==> config.mk <==
export PLATFORM = sky130hd
export DESIGN_NAME = hazard_fwd_unit_flat
export DESIGN_NICKNAME = d
export VERILOG_FILES = /design/src/rtl/hazard_fwd_unit_if.sv /design/src/rtl/hazard_fwd_unit.sv /design/src/flat_wrapper.sv
export SDC_FILE = /design/constraint.sdc
export NUM_CORES = 1
export LEC_CHECK = 0
export ABC_AREA = 1
export BUFFER_PORTS_ARGS = -buffer_cell sky130_fd_sc_hd__buf_2
export CORE_UTILIZATION = 32
export CTS_BUF_LIST = sky130_fd_sc_hd__clkbuf_16
export DETAILED_ROUTE_END_ITERATION = 6
export PLACE_DENSITY_LB_ADDON = 0.08
export REMOVE_ABC_BUFFERS = 1
export SYNTH_ARGS = -nofsm -noshare
export SYNTH_HDL_FRONTEND = slang
export SYNTH_SLANG_ARGS = --single-unit
==> constraint.sdc <==
create_clock -name clk -period 2.1 [get_ports clk]
set_clock_uncertainty 0.2 [all_clocks]
set_input_delay 0.315 -clock clk [delete_from_list [all_inputs] [get_ports clk]]
set_output_delay 0.315 -clock clk [all_outputs]
set_load 0.01 [all_outputs]
==> src/rtl/hazard_fwd_unit_if.sv <==
// -----------------------------------------------------------------------------
// hazard_fwd_unit_if
//   Bundles the decode-side inputs and the hazard/forwarding outputs of
//   hazard_fwd_unit.
//
//   Signals:
//     Rn_0, Rm_0      decode-stage source registers A and B
//     useRn_0/useRm_0 decode instruction actually reads Rn / Rm
//     Rd_0            decode-stage destination register
//     RegWrite_0      decode-stage RegWrite
//     MemRead_0       decode-stage MemRead (load)
//     flush           squash the decode instruction (taken branch)
//     stall           hold PC and IF/ID, bubble into ID/EX
//     fwdA, fwdB      EX operand selects: 00 regfile, 01 EX/MEM, 10 MEM/WB
//     stallCount      saturating count of stall cycles
//
//   Modports:
//     master  decode / EX-mux side (drives decode fields, consumes results)
//     slave   the hazard unit itself
// -----------------------------------------------------------------------------
interface hazard_fwd_unit_if #(
    parameter int REG_W = 5,
    parameter int CNT_W = 16
);
    logic [REG_W-1:0] Rn_0;
    logic [REG_W-1:0] Rm_0;
    logic             useRn_0;
    logic             useRm_0;
    logic [REG_W-1:0] Rd_0;
    logic             RegWrite_0;
    logic             MemRead_0;
    logic             flush;

    logic             stall;
    logic [1:0]       fwdA;
    logic [1:0]       fwdB;
    logic [CNT_W-1:0] stallCount;

    modport master (
        output Rn_0, Rm_0, useRn_0, useRm_0, Rd_0, RegWrite_0, MemRead_0, flush,
        input  stall, fwdA, fwdB, stallCount
    );

    modport slave (
        input  Rn_0, Rm_0, useRn_0, useRm_0, Rd_0, RegWrite_0, MemRead_0, flush,
        output stall, fwdA, fwdB, stallCount
    );
endinterface

==> src/rtl/hazard_fwd_unit.sv <==
// -----------------------------------------------------------------------------
// hazard_fwd_unit
//   Shadows destination register, RegWrite and MemRead of every instruction
//   through ID/EX, EX/MEM and MEM/WB, in lockstep with the control pipeline.
//   Produces the load-use stall, the ID/EX bubble insert and the EX-stage
//   operand forwarding selects, plus a saturating stall-cycle counter.
//
//   Ports:
//     clk    clock, all state on the rising edge
//     reset  asynchronous, active-low reset
//     bus    hazard_fwd_unit_if.slave (decode inputs, stall/fwd outputs)
// -----------------------------------------------------------------------------
module hazard_fwd_unit #(
    parameter int REG_W    = 5,
    parameter int ZERO_REG = 31,
    parameter int CNT_W    = 16
) (
    input  logic               clk,
    input  logic               reset,
    hazard_fwd_unit_if.slave   bus
);

    localparam logic [REG_W-1:0] ZERO    = REG_W'(ZERO_REG);
    localparam logic [CNT_W-1:0] CNT_MAX = '1;

    typedef enum logic [1:0] {
        FWD_REGFILE = 2'b00,
        FWD_EXMEM   = 2'b01,
        FWD_MEMWB   = 2'b10
    } fwdSel_e;

    typedef struct packed {
        logic [REG_W-1:0] rn;
        logic [REG_W-1:0] rm;
        logic             useRn;
        logic             useRm;
        logic [REG_W-1:0] rd;
        logic             regWrite;
        logic             memRead;
    } idEx_t;

    typedef struct packed {
        logic [REG_W-1:0] rd;
        logic             regWrite;
        logic             memRead;
    } exMem_t;

    typedef struct packed {
        logic [REG_W-1:0] rd;
        logic             regWrite;
    } memWb_t;

    idEx_t            idEx;
    exMem_t           exMem;
    memWb_t           memWb;
    logic [CNT_W-1:0] stallCount;

    logic    hazard;
    logic    stall;
    logic    bubble;
    fwdSel_e fwdA;
    fwdSel_e fwdB;

    // A stage writes r only if it has RegWrite, targets r, and r is not XZR.
    function automatic logic writes(input logic             regWrite,
                                    input logic [REG_W-1:0] rd,
                                    input logic [REG_W-1:0] r);
        return regWrite && (rd == r) && (r != ZERO);
    endfunction

    // EX/MEM is checked first so the youngest value wins.
    function automatic fwdSel_e selectFwd(input logic             useSrc,
                                          input logic [REG_W-1:0] src,
                                          input exMem_t           em,
                                          input memWb_t           mw);
        if (!useSrc)
            return FWD_REGFILE;
        else if (writes(em.regWrite, em.rd, src))
            return FWD_EXMEM;
        else if (writes(mw.regWrite, mw.rd, src))
            return FWD_MEMWB;
        else
            return FWD_REGFILE;
    endfunction

    // NOTE: every always_comb output gets a default first so no path can
    // leave it unassigned and infer a latch.
    always_comb begin
        hazard = 1'b0;
        if (idEx.memRead) begin
            hazard = (bus.useRn_0 && writes(idEx.regWrite, idEx.rd, bus.Rn_0)) ||
                     (bus.useRm_0 && writes(idEx.regWrite, idEx.rd, bus.Rm_0));
        end
        // A squashed decode instruction cannot be waiting on the load.
        stall  = hazard && !bus.flush;
        bubble = stall || bus.flush;
        fwdA   = selectFwd(idEx.useRn, idEx.rn, exMem, memWb);
        fwdB   = selectFwd(idEx.useRm, idEx.rm, exMem, memWb);
    end

    // NOTE: all shadow state is reset asynchronously, so stall and the
    // forwarding selects read 0 the moment reset asserts, without a clock.
    always_ff @(posedge clk or negedge reset) begin
        if (!reset) begin
            idEx       <= '0;
            exMem      <= '0;
            memWb      <= '0;
            stallCount <= '0;
        end else begin
            // NOTE: non-blocking assignments let every stage sample the
            // previous stage's old value, giving a true shift register.
            if (bubble) begin
                idEx <= '0;
            end else begin
                idEx.rn       <= bus.Rn_0;
                idEx.rm       <= bus.Rm_0;
                idEx.useRn    <= bus.useRn_0;
                idEx.useRm    <= bus.useRm_0;
                idEx.rd       <= bus.Rd_0;
                idEx.regWrite <= bus.RegWrite_0;
                idEx.memRead  <= bus.MemRead_0;
            end

            exMem.rd       <= idEx.rd;
            exMem.regWrite <= idEx.regWrite;
            exMem.memRead  <= idEx.memRead;

            memWb.rd       <= exMem.rd;
            memWb.regWrite <= exMem.regWrite;

            if (stall && (stallCount != CNT_MAX))
                stallCount <= stallCount + 1'b1;
        end
    end

    assign bus.stall      = stall;
    assign bus.fwdA       = fwdA;
    assign bus.fwdB       = fwdB;
    assign bus.stallCount = stallCount;

endmodule

==> src/flat_wrapper.sv <==
// flat-port wrapper written by rule: the top's interface ports become plain ports
module hazard_fwd_unit_flat 
#(
    parameter int REG_W    = 5,
    parameter int ZERO_REG = 31,
    parameter int CNT_W    = 16
)
  (clk, reset, bus_Rn_0, bus_Rm_0, bus_useRn_0, bus_useRm_0, bus_Rd_0, bus_RegWrite_0, bus_MemRead_0, bus_flush, bus_stall, bus_fwdA, bus_fwdB, bus_stallCount);
  hazard_fwd_unit_if #(.REG_W(REG_W), .CNT_W(CNT_W)) bus_i ();
  input  logic clk;
  input  logic reset;
  input wire logic [$bits(bus_i.Rn_0)-1:0] bus_Rn_0;
  input wire logic [$bits(bus_i.Rm_0)-1:0] bus_Rm_0;
  input wire logic [$bits(bus_i.useRn_0)-1:0] bus_useRn_0;
  input wire logic [$bits(bus_i.useRm_0)-1:0] bus_useRm_0;
  input wire logic [$bits(bus_i.Rd_0)-1:0] bus_Rd_0;
  input wire logic [$bits(bus_i.RegWrite_0)-1:0] bus_RegWrite_0;
  input wire logic [$bits(bus_i.MemRead_0)-1:0] bus_MemRead_0;
  input wire logic [$bits(bus_i.flush)-1:0] bus_flush;
  output wire logic [$bits(bus_i.stall)-1:0] bus_stall;
  output wire logic [$bits(bus_i.fwdA)-1:0] bus_fwdA;
  output wire logic [$bits(bus_i.fwdB)-1:0] bus_fwdB;
  output wire logic [$bits(bus_i.stallCount)-1:0] bus_stallCount;
  assign bus_i.Rn_0 = bus_Rn_0;
  assign bus_i.Rm_0 = bus_Rm_0;
  assign bus_i.useRn_0 = bus_useRn_0;
  assign bus_i.useRm_0 = bus_useRm_0;
  assign bus_i.Rd_0 = bus_Rd_0;
  assign bus_i.RegWrite_0 = bus_RegWrite_0;
  assign bus_i.MemRead_0 = bus_MemRead_0;
  assign bus_i.flush = bus_flush;
  assign bus_stall = bus_i.stall;
  assign bus_fwdA = bus_i.fwdA;
  assign bus_fwdB = bus_i.fwdB;
  assign bus_stallCount = bus_i.stallCount;
  hazard_fwd_unit #(.REG_W(REG_W), .ZERO_REG(ZERO_REG), .CNT_W(CNT_W)) u_core (.clk(clk), .reset(reset), .bus(bus_i));
endmodule
### Yosys cells after proc, flatten, opt, wreduce, memory -nomap -nowiden

Index checks and enable logic that the tools add are counted.

| storage, ports and cells | value |
|---|---|
| bits of input ports | 22 |
| output and inout bits | 21 |
| word-level logic and storage cells | 51 |
| register bits after elaboration | 47 |

| operators by class | value |
|---|---|
| eq/ne operators | 11 |
| mux-type cells | 8 |
| add/subtract/negate cells | 1 |
| reduce and logical (&&, ||, !) cells | 19 |

Operators with widths:

| cell | count |
|---|---|
| $eq 5x5->1 | 6 |
| $ne 5x5->1 const B | 4 |
| $mux 19 | 1 |
| $add 16x1->16 const B | 1 |
| $logic_and 1x1->1 | 16 |
| $ne 16x16->1 const B | 1 |
| $mux 2 | 6 |
| $logic_or 1x1->1 | 2 |
| $logic_not 1->1 | 1 |
| $mux 1 | 1 |

### Logic depth before layout (Yosys ltp)

Gate-level depths: netlist of run 1.

| depth | value |
|---|---|
| depth in word-level cells | 9 |
| gate-level depth with buffers | 11 |
| gate-level depth less buffers | 10 |

### Worst setup path after synthesis of run 1

No wires, ideal clock.

| path | value |
|---|---|
| path type | register -> register |
| start point | reg u_core.stallCount[0] (netlist: u_core.bus.stallCount[0]) |
| end point | reg u_core.stallCount[6] (netlist: u_core.bus.stallCount[6]) |
| setup time | 0.116 ns |
| required time | 1.784 ns |
| period minus slack after synthesis | 1.777 ns |
| arrival time | 1.460 ns |
| buffers on the path | 1 |
| stages on the path, launching flop included | 10 |
| slack | 0.323 ns |
| cells stage by stage | dfrtp_1 ha_1 nand2_1 nor2_1 nand2_1 nor2_4 nor2_4 buf_12 nand2_2 nand2_1 |

| on the way | value |
|---|---|
| longest elaborated chain between the ends | 2 |
| elaborated cells between the ends (all ways) | 3 |
| those cells by class | add/sub: 1; eq/ne: 1; reduce/logical: 1 |

Ends and longest elaborated chain:

| item | RTL line | text |
|---|---|---|
| from (decl) | hazard_fwd_unit.sv:56 | `logic [CNT_W-1:0] stallCount;` |
| from (signal assigned) | hazard_fwd_unit.sv:132 | `stallCount <= stallCount + 1'b1;` |
| branches (longest 2 deep; another with $add 16x1->16) | n/a |  |

Several ways; the timed one is not identified.
A chain may end at the register's enable or synchronous reset.

### Worst setup path in the final report of run 1

| path | value |
|---|---|
| start point | reg u_core.exMem[4] (netlist name) |
| end point | out bus_fwdA[1] |

| on the way | value |
|---|---|
| longest elaborated chain between the ends | 5 |

Ends and longest elaborated chain:

| item | RTL line | text |
|---|---|---|
| from (decl) | hazard_fwd_unit.sv:54 | `exMem_t exMem;` |
| $eq 5x5->1 | hazard_fwd_unit.sv:68 | `return regWrite && (rd == r) && (r != ZERO);` |
| $logic_and 1x1->1 (2 in a row) | hazard_fwd_unit.sv:68 |  |
| $mux 2 | hazard_fwd_unit.sv:78 | `else if (writes(em.regWrite, em.rd, src))` |
| $mux 2 | hazard_fwd_unit.sv:76 | `if (!useSrc)` |
| to (decl) | flat_wrapper.sv:21 | `output wire logic [$bits(bus_i.fwdA)-1:0] bus_fwdA;` |

No other way between the ends.

==> out/metrics.yaml, run 1 <==
routing:
  routed-via-count: 2052
  ant_nets: 0
  drtPass1Iterations: 4
  wl_mm: 5.59
  via_per_inst: 4.34
  wl_per_cell_um: 11.8
  drt_iter0_markers: 126
  drc: 0
sta:
  hold_viol: 0
  slew_viol_final: 0
  finalSetupViolations: 0
  max_freq_mhz: 489
  min_period_ps: 2040
  max_slew_margin_pct: 75.1
  grt_setup_unrepaired: "yes"
  hold_ws_ps: 30.2
  final.period_utilization_pct: 97.4
  worst_pin_slew_ps: 372
pwr:
  ir_drop_uv: 373
  p_int_mw: 1.45
  switchingPower_mw: 0.482
  powerDensity_mw_per_mm2: 626
  pwr-share-clk_pct: 40.7
  p_leak_nw: 1.65
  swShare_pct: 24.9
  comb_power_share_pct: 9.0
  seqPwrFrac_pct: 50.3
final_layout:
  fin_cells: 473
  nets: 396
  n_antenna_cell: 0
  layout_common_cells: "nand2_1, inv_1, dfrtp_1"
  num-fill-cells: 813
  syn_to_final_growth_pct: 24.1
  drive_gt1_share_pct: 25.9
  layout_commonest_cell: "nand2_1"
  utilization_pct: 41.9
worst_setup_path:
  start_kind: "flop"
  r2r_cells: 9
  crit_path_end_kind: "output port"
  path_class: "flop to output port"
  cp.arrival_ps: 1530
  cp_data_required_time_ps: 1580
  critPathMaxFanout: 3
global_route:
  antenna_found_initial: 0
  grt_max_degree: 48
  grt_pass1_wl_mm: 9.61
  grt_usage_pct: 14.7
  grt_pass1_vias: 1949
  overflow: 0
die:
  die_h_um: 90.2
  io_pins: 43
  start_util_pct: 33.8
  coreArea_mm2: 0.00737
  rows: 31
  die_width_um: 90.2
  floorplan.die_area_mm2: 0.00813
logic_synthesis:
  yosys_warnings: 0
  synth.distinct_cells: 30
  synth-seq-cells: 47
  ys_seq_area_share_pct: 47.3
  syn_area_mm2: 0.00249
  synthCells: 315
  synth_area_per_cell_um2: 7.90
clock_network:
  cts_made_buffers: 5
  clkLatencyLatePin_ps: 280
  clockBufferDepth: 2
  h-tree-depth: 2
  path_clk_slew_ps: 70
  cts_sinks: 47
  cts_root_buf: "clkbuf_16"
  cts_tree: "done"
placed_design:
  gp_congestion: 0.826
  dp.cells: 457
  portBuffers: 42
  hpwl_mm: 4.12
min_path:
  hold_path_class: "input port to flop"
  hold_path_depth: 3
status:
  status: "finished, final reports clean"
flow_run:
  drv_cap: 0
## layout make-up
type	instances	area, um2	share of cell area (%)
Sequential cell	47	1180	38.1
Tap cell	99	124	4.01
Timing Repair Buffer	54	328	10.6
Multi-Input combinational cell	214	1120	36.4
Inverter	51	191	6.20
Clock inverter	3	20.0	0.648
Clock buffer	5	125	4.05
## per-layer routing
metal  vias up  share of wire, %  track usage, %
li1       1081                 -               -
met5         -                 0               0
met1       932                53            22.1
met2        34                43            21.3
met4         0               1.2            4.03
met3         5               3.3            2.96
## worst max-delay path, stage by stage (launching register included)
cell,delay [ps]
dfrtp_1,410
or2_4,240
a221oi_2,220
nand3_1,120
nand3_1,80
nor2_1,40
buf_2,130
## final timing paths
kind	start	endpoint	slack [ps]
worst max register to register	u_core.bus.stallCount[0]$_DFFE_PN0P_	u_core.bus.stallCount[15]$_DFFE_PN0P_	210
worst min-delay path	bus_Rd_0[1]	u_core.idEx[3]$_DFF_PN0_	30
max in group asynchronous	reset	u_core.idEx[15]$_DFF_PN0_	1120
min in group asynchronous	reset	u_core.idEx[5]$_DFF_PN0_	340
worst max-delay path	u_core.exMem[4]$_DFF_PN0_	bus_fwdA[1]	60
worst min register to register	u_core.idEx[1]$_DFF_PN0_	u_core.exMem[1]$_DFF_PN0_	210
## synth_stat cells
library cell   n  share of area, %
xor2_1        19               6.7
o21ai_0        4              0.80
a211oi_1       1              0.30
nand4_1        4               1.0
nand3_4        1              0.70
a221oi_1       2              0.70
xnor2_1        1              0.35
nand3b_1       1              0.30
nor2_2         2              0.50
o211ai_1       1              0.30
nand2_1       94                14
a31oi_1        1              0.25
inv_1         48               7.2
or2_2          1              0.25
buf_4          2              0.60
a21oi_1        4              0.80
nor3_2         2              0.80
nand3_2        1              0.40
nor2_1        37               5.6
dfrtp_1       47                47
o22ai_1        4               1.0
a211o_1        1              0.35
nand3_1        9               1.8
nor3_1         8               1.6
nor2_4         2              0.90
nand2_2       12               3.0
nand4_2        1              0.50
ha_1           1              0.50
buf_12         1              0.80
inv_2          3              0.45
## kinds of logic after synthesis
group / count (synthesis) / synth area share, %
and+or+nand+nor: 175 / 31.6
adders and majority gates: 1 / 0.503
AOI/OAI and AO/OA: 18 / 4.53
DFF: 47 / 47.3
buffers and inverters: 54 / 9.10
xor gates and xnor gates: 20 / 7.04
## flip-flops by register name (all words and copies together), names as in the netlist
register / cells
u_core.exMem: 6
u_core.memWb: 6
u_core.idEx: 19
u_core.bus.stallCount: 16
## timing repair
action	4_1_cts	5_1_grt
hold buffers	1	0
pin swaps	1	7
endpoints found under the hold margin	47	0
buffers inserted	2	5
gates resized for setup	2	12
setup endpoints to repair	3	5
## power groups by stage
stage	logic [mW]	registers [mW]	clock network (mW)
final	0.175	0.973	0.788
after global routing	0.202	0.976	0.856
after CTS	0.166	0.971	0.817
after detailed placement	0.156	0.989	0
after global placement	0.157	0.990	0
after floorplan	0.0865	0.980	0
## stage by stage
stage | total power [mW] | cell area, um2 | setup slack, ps | TNS [ps]
floorplan | 1.07 | 2450 | 365 | 0
global placement | 1.15 | 2840 | 249 | 0
detailed placement | 1.15 | 2840 | 215 | 0
CTS | 1.95 | 3020 | 26.8 | 0
global route | 2.03 | 3090 | -36.2 | -90.4
finish | 1.94 | 3090 | 55.1 | 0
No activity file was read; power rests on OpenSTA's default activity.
==> inputs of run 2 (changes only) <==
--- a/config.mk
+++ b/config.mk
@@ -12,4 +12,5 @@
 export DETAILED_ROUTE_END_ITERATION = 6
 export PLACE_DENSITY_LB_ADDON = 0.08
+export RECOVER_POWER = 100
 export REMOVE_ABC_BUFFERS = 1
 export SYNTH_ARGS = -nofsm -noshare
==> constraint.sdc (replaced) <==
create_clock -name clk -period 2.1 [get_ports clk]
set_clock_uncertainty 0.2 [all_clocks]
set_input_delay 0.42 -clock clk [delete_from_list [all_inputs] [get_ports clk]]
set_output_delay 0.42 -clock clk [all_outputs]
set_load 0.01 [all_outputs]
==> run 2 against run 1 <==
Effect of this change: the flow now finishes with violations (negative setup slack); via count increased by 1.9%; wire length is 2.6% higher; setup slack lost 130 ps; critical path type unchanged; largest cell class unchanged.
==> out/metrics.yaml, run 2 (synthesis results as in run 1) <==
min_path:
  hold_path_depth: 3
  min_to: "u_core.idEx[6]$_DFF_PN0_"
  hold_path_class: "input port to flop"
  hold_start: "bus_Rd_0[4]"
flow_run:
  drv_cap: 0
worst_setup_path:
  rrSetupSlack_ps: 150
  reg2reg_from: "u_core.idEx[3]$_DFF_PN0_"
  cp_top_family: "simple AND/OR/NAND/NOR gates"
  start_kind: "flop"
  critPathMaxFanout: 2
  cp_cell_sequence: "or2_4 > a221oi_2 > nand3_1 > nand3_1 > nor2_1 > buf_2"
  max_stage_delay_ps: 420
  crit_path_end_kind: "output port"
  timing.rr.end: "u_core.idEx[16]$_DFF_PN0_"
  path_class: "flop to output port"
  cpMostUsedCell: "nand3_1"
  r2r_cells: 11
  cp.arrival_ps: 1550
  slowest_stage: "dfrtp_2"
  startpoint: "u_core.exMem[4]$_DFF_PN0_"
  worst-path-buf-inv: 1
  cp_data_required_time_ps: 1480
clock_network:
  clockBufferDepth: 2
  cts_tree: "done"
  cts_root_buf: "clkbuf_16"
  h-tree-depth: 2
  clkLatencyLatePin_ps: 290
  cts_made_buffers: 5
  cts_sinks: 47
  path_clk_slew_ps: 70
final_layout:
  top_register: "u_core.idEx"
  nets: 396
  fin_cells: 473
  n_antenna_cell: 0
  fin_area_mm2: 0.00308
  layout_commonest_cell: "nand2_1"
  reg_top3: "u_core.idEx (19), u_core.bus.stallCount (16)"
  layout_common_cells: "nand2_1, dfrtp_1, inv_1"
  largest_reg_flops: 19
  drive_gt1_share_pct: 23.0
  syn_to_final_growth_pct: 23.9
sta:
  final.period_utilization_pct: 104
  min_period_ps: 2170
  fin_ws_ps: -74.3
  max_slew_margin_pct: 27.4
  worst_pin_slew_ps: 1090
  finalSetupViolations: 4
  max_freq_mhz: 460
  slew_viol_final: 0
  hold_viol: 0
  grt_setup_unrepaired: "yes"
global_route:
  overflow: 0
  antenna_found_initial: 0
  grt_max_degree: 31
  grt_pass1_wl_mm: 9.92
  grt_pass1_vias: 2042
  grt_usage_pct: 15.3
routing:
  top_layer: "met4"
  drt_iter0_markers: 65
  routed-via-count: 2092
  wl_mm: 5.74
  drc: 0
  ant_nets: 0
  via_per_inst: 4.42
  met3_length_um: 249
  drtPass1Iterations: 4
  wl_met2_mm: 2.40
  wl_met1_mm: 3.00
  wl_per_cell_um: 12.1
placed_design:
  hpwl_mm: 4.27
  placed_cell_area_mm2: 0.00284
  gp_congestion: 0.782
  portBuffers: 42
  dp.cells: 457
die:
  io_pins: 43
  floorplan.die_area_mm2: 0.00813
  die_h_um: 90.2
  die_width_um: 90.2
  start_util_pct: 33.8
  rows: 31
  coreArea_mm2: 0.00737
status:
  violations: "negative setup slack"
  status: "finished, violations left"
pwr:
  p_leak_nw: 1.58
  ir_drop_uv: 437
  powerDensity_mw_per_mm2: 669
==> run 2: cell types whose count changed in the layout (fill, tap and decap cells not counted), moves of 3 or more <==
cell      before  now
clkbuf_1       0   17
nand2_2       12    9
inv_1         46   41
nand2_1       94   97
inv_2          6   10
buf_4          9    6
buf_2         42   24
clkbuf_4       0    3
==> run 2: area by class of cell <==
| cell class | instances | area (um2) |
|---|---|---|
| Sequential cell | 47 | 1180 |
| Clock buffer | 5 | 125 |
| Inverter | 51 | 191 |
| Timing Repair Buffer | 54 | 289 |
| Clock inverter | 3 | 43.8 |
| Multi-Input combinational cell | 214 | 1130 |
| Tap cell | 99 | 124 |
| Fill cell | 789 | 4290 |
==> run 2: worst max-delay path by stage <==
stage	to	depth (start not counted)
after floorplan	bus_fwdA[0]	4
after global placement	u_core.bus.stallCount[15]$_DFFE_PN0P_	11
after detailed placement	u_core.bus.stallCount[1]$_DFFE_PN0P_	11
after CTS	bus_fwdA[1]	6
after global routing	bus_fwdA[1]	6
final	bus_fwdA[1]	6
==> run 2: layer usage <==
metal	up-vias	track usage, %
met4	0	5.38
met1	955	21.9
met5	-	0
li1	1081	-
met2	49	23.0
met3	7	2.71
==> run 2: timing repair <==
item | in CTS | in global routing
gates resized for setup | 12 | 12
pin swaps | 7 | 9
setup buffers | 7 | 0
endpoints found under the setup margin | 5 | 17
hold buffers | 1 | 0
hold endpoints to repair | 17 | 0
==> run 2: worst min-delay path, delay by kind of cell <==
family        cells  cell delay (ps)
buf+inv           2              140
simple gates      1               30
==> run 2: power by group <==
group	leakage [nW]	switching, mW	internal (mW)
registers	0.620	0.0372	0.938
clock network	0.0838	0.350	0.562
logic	0.879	0.102	0.0736
==> run 2: through the flow <==
step                total power [mW]  util [%]  TNS (ps)  hold WS [ps]  setup WS, ps
global route                    2.15      41.9      -790           136          -141
finish                          2.06      41.9      -118           132         -74.3
global placement                1.15      38.6         0           196          91.2
detailed placement              1.15      38.6         0           203          61.0
floorplan                       1.07         -         0         -75.6           283
CTS                             2.09      42.1      -165           128          -105
==> inputs of run 3 (changes only) <==
- clock period: 2.1 -> 1.8 ns (I/O delays scaled with it)
==> run 3 against run 2 <==
Effect of this change: the flow still finishes with violations (negative setup slack); critical path depth unchanged; combinational power increased by 44%; clock power decreased by 2.4%; count of clock-buffer cells in the layout unchanged; critical path type unchanged; highest routed layer unchanged; largest power group unchanged; first-iteration DRC count decreased by 15%; core utilization increased by 5.2 points.
==> out/metrics.yaml, run 3 (synthesis results as in run 1) <==
routing:
  via_per_inst: 4.36
  wl_per_cell_um: 11.8
  ant_nets: 0
  wl_mm: 5.98
  routed-via-count: 2211
  drc: 0
  drt_iter0_markers: 55
  drtPass1Iterations: 4
worst_setup_path:
  cp.arrival_ps: 1540
  crit_path_end_kind: "output port"
  cp_data_required_time_ps: 1240
  start_kind: "flop"
  critPathMaxFanout: 4
  path_class: "flop to output port"
sta:
  worst_pin_slew_ps: 629
  hold_ws_ps: 73.0
  min_period_ps: 2100
  hold_viol: 0
  finalSetupViolations: 21
  setup_total_negative_slack_ps: -2140
  final.period_utilization_pct: 117
  grt_setup_unrepaired: "yes"
  max_freq_mhz: 475
  slew_viol_final: 0
  max_slew_margin_pct: 58.1
  fin_ws_ps: -304
final_layout:
  reg_top3: "u_core.idEx (19), u_core.bus.stallCount (16)"
  layout_common_cells: "nand2_1, dfrtp_1, inv_1"
  n_antenna_cell: 0
  layout_commonest_cell: "nand2_1"
  nets: 430
  num-fill-cells: 751
  syn_to_final_growth_pct: 39.2
  top_register: "u_core.idEx"
  drive_gt1_share_pct: 35.3
  largest_reg_flops: 19
die:
  die_width_um: 90.2
  die_h_um: 90.2
  floorplan.die_area_mm2: 0.00813
  start_util_pct: 33.8
  rows: 31
  io_pins: 43
  coreArea_mm2: 0.00737
clock_network:
  cts_sinks: 47
  path_clk_slew_ps: 70
  cts_root_buf: "clkbuf_16"
  cts_made_buffers: 5
  clkLatencyLatePin_ps: 290
  cts_tree: "done"
  h-tree-depth: 2
  clockBufferDepth: 2
flow_run:
  drv_cap: 0
global_route:
  grt_max_degree: 48
  antenna_found_initial: 0
  overflow: 0
  grt_usage_pct: 15.5
  grt_pass1_wl_mm: 10.1
  grt_pass1_vias: 2133
placed_design:
  gp_congestion: 0.779
  hpwl_mm: 4.37
  portBuffers: 42
pwr:
  p_leak_nw: 1.80
  ir_drop_uv: 345
  powerDensity_mw_per_mm2: 658
  finalPower_mw: 2.28
status:
  violations: "negative setup slack"
  status: "finished, violations left"
min_path:
  hold_path_class: "input port to flop"
==> run 3: cell types whose count changed in the layout (fill, tap and decap cells not counted), sizes merged <==
cell | previous run | this run
clkinv | 2 | 1
inv | 51 | 53
buf | 32 | 65
bufinv | 1 | 0
clkbuf | 26 | 27
==> run 3: metrics by stage <==
stage                     utilization, %  instances  worst slack, ps  cell area (um2)
after floorplan                        -        312             43.0             2450
after global placement              41.6        485             -134             3070
after detailed placement            41.6        485             -164             3070
after CTS                           45.2        502             -332             3330
after global routing                47.0        507             -387             3460
final                               47.0        507             -304             3460
==> run 3: final timing paths <==
kind / from / end / slack [ps] / cells after the start
min: bus_Rd_0[1] / u_core.idEx[3]$_DFF_PN0_ / 70 / 3
max reg2reg: u_core.idEx[4]$_DFF_PN0_ / u_core.bus.stallCount[9]$_DFFE_PN0P_ / -80 / 11
min reg2reg: u_core.idEx[1]$_DFF_PN0_ / u_core.exMem[1]$_DFF_PN0_ / 200 / 0
max in group asynchronous: reset / u_core.idEx[3]$_DFF_PN0_ / 420 / 3
max: u_core.idEx[9]$_DFF_PN0_ / bus_fwdB[0] / -300 / 6
min in group asynchronous: reset / u_core.idEx[5]$_DFF_PN0_ / 540 / 3
==> run 3: where the power goes <==
part           switching [mW]  total (mW)  internal [mW]  leakage [nW]
clock                   0.387       0.890          0.503        0.0762
sequential             0.0406        1.14           1.09         0.622
combinational           0.132       0.253          0.121          1.10
total                   0.560        2.28           1.72          1.80
==> run 3: layout make-up <==
type | instances | area (um2) | area share, %
multi-input cells | 214 | 1230 | 35.6
flip-flops and latches | 47 | 1180 | 34.0
repair buffers | 88 | 597 | 17.2
inverters | 51 | 194 | 5.60
clock buffers | 5 | 125 | 3.61
well taps | 99 | 124 | 3.58
clock inverters | 3 | 12.5 | 0.361
==> run 3: what timing repair did <==
item	4_1_cts	5_1_grt
setup endpoints to repair	21	38
gates cloned	0	1
pin swaps	8	32
hold buffers	1	0
buffers inserted	8	4
hold endpoints to repair	47	0
gates resized for setup	15	43
==> run 3: worst max-delay path, cell delays in order (launching register included) <==
cell and delay, ps:
dfrtp_1 430, buf_4 160, xor2_1 130, nor2_1 140
nand3_1 100, nor2_1 150, buf_2 150
==> run 3: routing by layer <==
| layer | track usage (%) | wire length [um] | up-vias |
|---|---|---|---|
| li1 | - | - | 1148 |
| met1 | 22.8 | 3030 | 1011 |
| met2 | 23.0 | 2630 | 43 |
| met3 | 2.88 | 220 | 9 |
| met4 | 4.97 | 94 | 0 |
| met5 | 0 | 0 | - |
